`src/rtl/tlp_tx_arbiter.sv`:
```
`default_nettype none
// ============================================================================
// tlp_tx_arbiter : non-preemptive TLP arbiter sharing one PCIe core TX port
// Revision 1.0
// ============================================================================
module tlp_tx_arbiter #(
    parameter int NPORT     = 3,
    parameter int PRIO0     = 1,
    parameter int MAX_WORDS = 2048
) (
    input  logic                clk_125,
    input  logic                sys_rst_n,
    input  logic [NPORT-1:0]    req,
    input  logic [NPORT-1:0]    src_st,
    input  logic [NPORT-1:0]    src_end,
    input  logic [NPORT*16-1:0] src_data,
    output logic [NPORT-1:0]    gnt,
    output logic [NPORT-1:0]    accept,
    output logic                tx_req,
    input  logic                tx_rdy,
    output logic                tx_st,
    output logic                tx_end,
    output logic [15:0]         tx_data,
    output logic                abort_err,
    output logic [15:0]         tlp_cnt
);

    localparam int SELW = (NPORT > 2) ? 2 : 1;
    localparam int WCW  = $clog2(MAX_WORDS + 1);
    localparam logic [WCW-1:0]   WC_LIMIT  = WCW'(MAX_WORDS);
    localparam logic [NPORT-1:0] PRIO_MASK = {{(NPORT-1){1'b0}}, (PRIO0 != 0)};

    typedef enum logic [1:0] {
        IDLE = 2'd0,
        REQ  = 2'd1,
        XFER = 2'd2,
        GAP  = 2'd3
    } state_t;

    state_t          state_q, state_d;
    logic [SELW-1:0] sel_q, sel_d;
    logic [SELW-1:0] rr_ptr_q, rr_ptr_d;
    logic            started_q, started_d;
    logic [WCW-1:0]  wcnt_q, wcnt_d;
    logic            abort_q, abort_d;
    logic [15:0]     tlp_cnt_q, tlp_cnt_d;

    logic [SELW-1:0]  win;
    logic             win_vld;
    logic [SELW-1:0]  cand;
    logic [NPORT-1:0] elig;
    logic [SELW-1:0]  rr_next;
    logic [NPORT-1:0] sel_oh;
    logic [WCW-1:0]   wcnt_inc;
    int               idx;

    assign rr_next  = (sel_q == SELW'(NPORT - 1)) ? '0 : sel_q + SELW'(1);
    assign sel_oh   = NPORT'(1) << sel_q;
    assign wcnt_inc = wcnt_q + WCW'(1);

    // With strict priority, port 0 is handled outside the round-robin scan.
    always_comb begin
        win     = '0;
        win_vld = 1'b0;
        cand    = '0;
        idx     = 0;
        elig    = req & ~PRIO_MASK;
        for (int k = 0; k < NPORT; k++) begin
            idx = int'(rr_ptr_q) + k;
            if (idx >= NPORT) begin
                idx = idx - NPORT;
            end
            cand = SELW'(idx);
            if (!win_vld && elig[cand]) begin
                win_vld = 1'b1;
                win     = cand;
            end
        end
        if ((PRIO0 != 0) && req[0]) begin
            win_vld = 1'b1;
            win     = '0;
        end
    end

    always_comb begin
        gnt     = '0;
        accept  = '0;
        tx_req  = 1'b0;
        tx_st   = 1'b0;
        tx_end  = 1'b0;
        tx_data = '0;
        case (state_q)
            REQ: begin
                tx_req = 1'b1;
            end
            XFER: begin
                gnt     = sel_oh;
                accept  = tx_rdy ? sel_oh : '0;
                tx_req  = !started_q;
                tx_st   = src_st[sel_q];
                tx_end  = src_end[sel_q];
                tx_data = src_data[{sel_q, 4'b0000} +: 16];
            end
            default: begin
            end
        endcase
    end

    always_comb begin
        state_d   = state_q;
        sel_d     = sel_q;
        rr_ptr_d  = rr_ptr_q;
        started_d = started_q;
        wcnt_d    = wcnt_q;
        abort_d   = abort_q;
        tlp_cnt_d = tlp_cnt_q;
        case (state_q)
            IDLE: begin
                if (win_vld) begin
                    sel_d   = win;
                    state_d = REQ;
                end
            end
            REQ: begin
                if (tx_rdy) begin
                    state_d   = XFER;
                    started_d = 1'b0;
                    wcnt_d    = '0;
                end
            end
            XFER: begin
                if (tx_rdy) begin
                    started_d = 1'b1;
                    wcnt_d    = wcnt_inc;
                    // An end word on the limit cycle still completes normally.
                    if (tx_end) begin
                        state_d   = GAP;
                        tlp_cnt_d = tlp_cnt_q + 16'd1;
                        rr_ptr_d  = rr_next;
                    end else if (wcnt_inc == WC_LIMIT) begin
                        state_d  = GAP;
                        abort_d  = 1'b1;
                        rr_ptr_d = rr_next;
                    end
                end
            end
            GAP: begin
                state_d = IDLE;
            end
            default: begin
                state_d = IDLE;
            end
        endcase
    end

    always_ff @(posedge clk_125 or negedge sys_rst_n) begin
        if (!sys_rst_n) begin
            state_q   <= IDLE;
            sel_q     <= '0;
            rr_ptr_q  <= '0;
            started_q <= 1'b0;
            wcnt_q    <= '0;
            abort_q   <= 1'b0;
            tlp_cnt_q <= '0;
        end else begin
            state_q   <= state_d;
            sel_q     <= sel_d;
            rr_ptr_q  <= rr_ptr_d;
            started_q <= started_d;
            wcnt_q    <= wcnt_d;
            abort_q   <= abort_d;
            tlp_cnt_q <= tlp_cnt_d;
        end
    end

    assign abort_err = abort_q;
    assign tlp_cnt   = tlp_cnt_q;

endmodule
`default_nettype wire
```
`config.mk`:
```
export PLATFORM = sky130hd
export DESIGN_NAME = tlp_tx_arbiter
export DESIGN_NICKNAME = d
export VERILOG_FILES = /design/src/rtl/tlp_tx_arbiter.sv
export SDC_FILE = /design/constraint.sdc
export NUM_CORES = 1
export LEC_CHECK = 0
export BUFFER_PORTS_ARGS = -buffer_cell sky130_fd_sc_hd__buf_2
export CAP_MARGIN = 10
export CORE_MARGIN = 2
export CORE_UTILIZATION = 35
export DETAILED_ROUTE_END_ITERATION = 8
export PLACE_DENSITY = 0.73
export SLEW_MARGIN = 20
export SYNTH_ARGS = -nofsm -noshare
export SYNTH_HDL_FRONTEND = slang
export SYNTH_SLANG_ARGS = --single-unit
```
`constraint.sdc`:
```
create_clock -name clk_125 -period 3.2 [get_ports clk_125]
set_input_delay 0.64 -clock clk_125 [delete_from_list [all_inputs] [get_ports clk_125]]
set_output_delay 0.64 -clock clk_125 [all_outputs]
set_load 0.02 [all_outputs]
```
======== Word level (Yosys, flattened, before mapping) ========
Cells that the tools add are included.
word-level totals
  output and inout port bits .............. 42
  bits in registers ....................... 36
  logic and storage cells ................. 91
operators by class
  magnitude comparators ................... 7
  mux-type cells .......................... 43
  bitwise gates (word level) .............. 1
  equality and inequality tests ........... 9
  reductions and logical operators ........ 14
  $add $sub $neg .......................... 8
  shift operators ......................... 2
operators with widths
  kind                                                                                  number
  48-bit by 7-bit indexed part select with 16-bit output                                1
  2-bit 2-to-1 mux                                                                      15
  12-bit 2-to-1 mux                                                                     2
  12-bit one-hot mux with 2 select lines                                                1
  16-bit by 1-bit adder with 16-bit output (second input constant)                      1
  16-bit 2-to-1 mux                                                                     1
  1-bit 2-to-1 mux                                                                      13
  12-bit by 1-bit adder with 12-bit output (second input constant)                      1
  12-bit equality test (second input constant)                                          1
  2-bit by 3-bit < comparator with 1-bit output (second input constant)                 4
  1-bit binary-select mux with 2-bit select                                             5
  3-bit 2-to-1 mux                                                                      3
  3-bit AND reduction                                                                   3
  2-bit one-hot mux with 4 select lines                                                 1
  4-bit AND reduction                                                                   2
  2-bit equality test (second input constant)                                           3
  3-bit by 2-bit greater-or-equal comparator with 1-bit output (second input constant)  2
  2-bit != test (second input constant)                                                 3
  2-bit subtractor (second input constant)                                              3
  1-bit one-hot mux with 2 select lines                                                 2
  2-bit nonzero test                                                                    2
  2-bit by 1-bit adder with 3-bit output (second input constant)                        1
  2-bit by 2-bit adder with 3-bit output (second input constant)                        1
  1-bit zero test                                                                       3
  other kinds (9)                                                                       10

======== Depth between registers and ports, before layout ========
  word-level depth ........................ 14
  gate-level depth with buffers ........... 8
  depth with buffers taken out ............ 8

======== Worst setup path after synthesis ========
Ideal clock, no wire load.
  kind .................................... register to output
  start point ............................. register sel_q[0]
  end point ............................... output port tx_data[10]
  data arrival time ....................... 1.611 ns
  buffers on the path ..................... 3
  data required time ...................... 2.560 ns
  setup slack ............................. 0.949 ns
  cell stages (with the launch flop) ...... 8
  path through ............................ dfrtp_1 buf_2 and2b_1 clkbuf_1 clkbuf_1 nand2_1 o21ai_0 and2_1
between the ends
  word-level cells in the longest chain between the ends .. 2
RTL lines
  item                                                    RTL line  text
  start: declaration                                      41        logic [SELW-1:0] sel_q, sel_d;
  start signal: assignment                                167       sel_q <= sel_d;
  48-bit by 7-bit indexed part select with 16-bit output  102       tx_data = src_data[{sel_q, 4'b0000} +: 16];
  16-bit 2-to-1 mux                                       92        case (state_q)
  end: declaration                                        23        output logic [15:0] tx_data,
No other way between the ends.

======== Worst setup path in the final report ========
  start point ............................. register sel_q[0]
  end point ............................... output port tx_data[4]
Same word-level chain as after synthesis.

==> metrics <==
final setup vio count 0; fillcell total 709; post-DP HPWL 4.91 mm; Yosys cell types 49; first-pass GRT wire length 11.0 mm; CP Depth 6; Post-synth EDFFs 0; #FFs+latches synth 36; Die H 90.7 um; GRT Total Usage 15.8%; most common cell after layout, fill and taps aside buf_2; RSZ-0062 raised after global routing no; initial drt markers 177; Leakage 1.68 nW; multi-input logic area 1620 um^2; layout cells sized above 1 30.1%; FP Rows 31; Post-synth top flop dfrtp_1; die area 8230 um^2; I/O Buffers 101; area of the mapped netlist 2630 um^2; reg2reg setup slack 800 ps; CTS tree yes; worst r2r path cells 8; period utilisation layout 80.4%; WP buf/inv 2; clock buffer count from CTS 5; clk slew on worst S/H paths 70 ps; FFs w/ async S/R, synth 100%; Post-Syn Instances 317; detailed-route DRC error count 0; 1st-pass router iterations 4; hold_buf cts 0; DR vias 2622; Initial Utilization 36.3%; remaining global-route overflow 0; initial antenna violation count 0; cts repair resizes 0; Post-CTS Repair Setup Buffers 0; CP Class reg -> out; nets@finish 483; Pwr Density 649 nW/um^2; core box area 7250 um^2; Final Hold Vio Count 0; Hold WC Path Type in -> async; Post-DRT Antenna Nets 0; I/O pin count 102; largest net degree at the start of global routing 37; Wirelength per Cell 12.6 um; FF-to-FF End state_q[1]$_DFFE_PN0P_; syn nets 386; clk sink count 36; die width 90.7 um; Layout Skew 2.41 ps; uppermost layer routed met4; critical path startpoint category flop; DP Area 3240 um^2; htree depth 2; worst path arrival time 1930 ps; CTS max path bufs 2; Finished Layout Cells 514; CP max stage cell dfrtp_1; critical path's largest stage delay 540 ps; final instance area 3350 um^2; Critical Path RT 2560 ps; fmax 0.389 GHz; warnings from Yosys 0; Max IR drop VDD 0.398 mV; syn avg cell area 8.30 um^2; crit path time final 2570 ps; Root Buffer clkbuf_8; Placer Congestion 0.813; final wirelength 6.45 mm; Routed met2 length 3.26 mm; Crit. End Element output port; Clock Latency Late Sink 280 ps; area occupied by registers 901 um^2; crit-path cells and2b_1, buf_4, nand2_1, o21ai_0, and2_1, buf_2; status finished, final reports clean; Fin Setup TNS 0 ps; met3 WL 269 um; Slew Limit Fails 0; # placed instances 506; Maximum Capacitance Violations 0; WL met1 2.86 mm; vias in the first global route 2488; Area Overhead vs Synth 27.2%; most frequent cells in the layout 101 x buf_2, 46 x nand2_1, 37 x o21ai_0; Worst Hold Slack 437 ps; Worst-Margin Slew 787 ps; pre-CTS setup slack 838 ps; Seq/Total Area, Yosys 34.2%; worst r2r src rr_ptr_q[0]$_DFFE_PN0P_; post-DR vias/cell 5.10; CP top delay family simple AND/OR/NAND/NOR gates; Setup WS post-layout 627 ps; Ant. Diodes 0; slew margin rel. 47.5%; Worst Path Max Fanout 15
area by class of cell:
cell class              count  share of cell area (%)
clock inverters             2                    1.05
well taps                  99                    3.70
clock buffers               6                    2.17
multi-input cells         254                    48.5
inverters                   9                    1.01
flip-flops and latches     36                    26.9
repair buffers            108                    16.7
how the worst max path moves through the flow:
stage | startpoint | endpoint
after floorplan | sel_q[0]$_DFFE_PN0P_ | tx_data[10]
after global placement | rr_ptr_q[0]$_DFFE_PN0P_ | state_q[1]$_DFFE_PN0P_
after detailed placement | rr_ptr_q[0]$_DFFE_PN0P_ | state_q[1]$_DFFE_PN0P_
after CTS | sel_q[0]$_DFFE_PN0P_ | tx_data[4]
after global routing | sel_q[0]$_DFFE_PN0P_ | tx_data[0]
final | sel_q[0]$_DFFE_PN0P_ | tx_data[4]
stage by stage:
step / power (mW) / util, %
6_report: 2.17 / 46.1
5_1_grt: 2.34 / 46.1
4_1_cts: 2.19 / 46.1
3_5_place_dp: 1.79 / 44.7
3_3_place_gp: 1.76 / 44.7
2_1_floorplan: 1.43 / -
cell usage after synthesis (2+ instances only):
| cell | number | share of area, % |
|---|---|---|
| nand2_1 | 46 | 6.6 |
| o21ai_0 | 37 | 7.0 |
| dfrtp_1 | 36 | 34 |
| and2_1 | 22 | 5.2 |
| nor2_1 | 21 | 3.0 |
| mux2i_1 | 20 | 7.6 |
| clkbuf_1 | 13 | 1.9 |
| nand4_1 | 11 | 2.6 |
| nand3_1 | 10 | 1.9 |
| xnor2_1 | 10 | 3.3 |
| ha_1 | 9 | 4.3 |
| inv_1 | 9 | 1.3 |
| xor2_1 | 7 | 2.3 |
| a21oi_1 | 6 | 1.1 |
| and3_1 | 5 | 1.2 |
| buf_2 | 5 | 0.95 |
| a31oi_1 | 4 | 0.95 |
| o31ai_1 | 4 | 1.1 |
| nor3b_1 | 3 | 0.86 |
| a21o_1 | 2 | 0.57 |
| and3b_1 | 2 | 0.67 |
| and4_1 | 2 | 0.67 |
| nor3_1 | 2 | 0.38 |
| nor3_2 | 2 | 0.76 |
| nor4_1 | 2 | 0.48 |
| o211ai_1 | 2 | 0.57 |
| o221a_2 | 2 | 0.86 |
| o41ai_1 | 2 | 0.67 |
state kept, by name, summed over array words and instances (netlist names):
| name | count |
|---|---|
| state_q | 2 |
| rr_ptr_q | 2 |
| tlp_cnt | 16 |
| abort_err | 1 |
| sel_q | 2 |
| wcnt_q | 12 |
| started_q | 1 |
layer usage:
metal,GRT usage [%],up-vias
met5,0,-
met2,28.2,66
li1,-,1313
met1,19.4,1237
met3,2.42,6
met4,4.87,0
where the power goes:
group | switching [mW] | leakage, nW | internal (mW)
clock | 0.157 | 0.0552 | 0.231
combinational | 0.708 | 1.15 | 0.457
sequential | 0.0918 | 0.478 | 0.528
cell families after synthesis:
group	synth area share [%]
and+or+nand+nor	27.5
AOI/OAI and AO/OA	16.2
DFF	34.2
buffers and inverters	4.09
muxes	8.04
xor gates and xnor gates	5.66
adders and majority gates	4.28
Power figures use the tool's default switching activity.
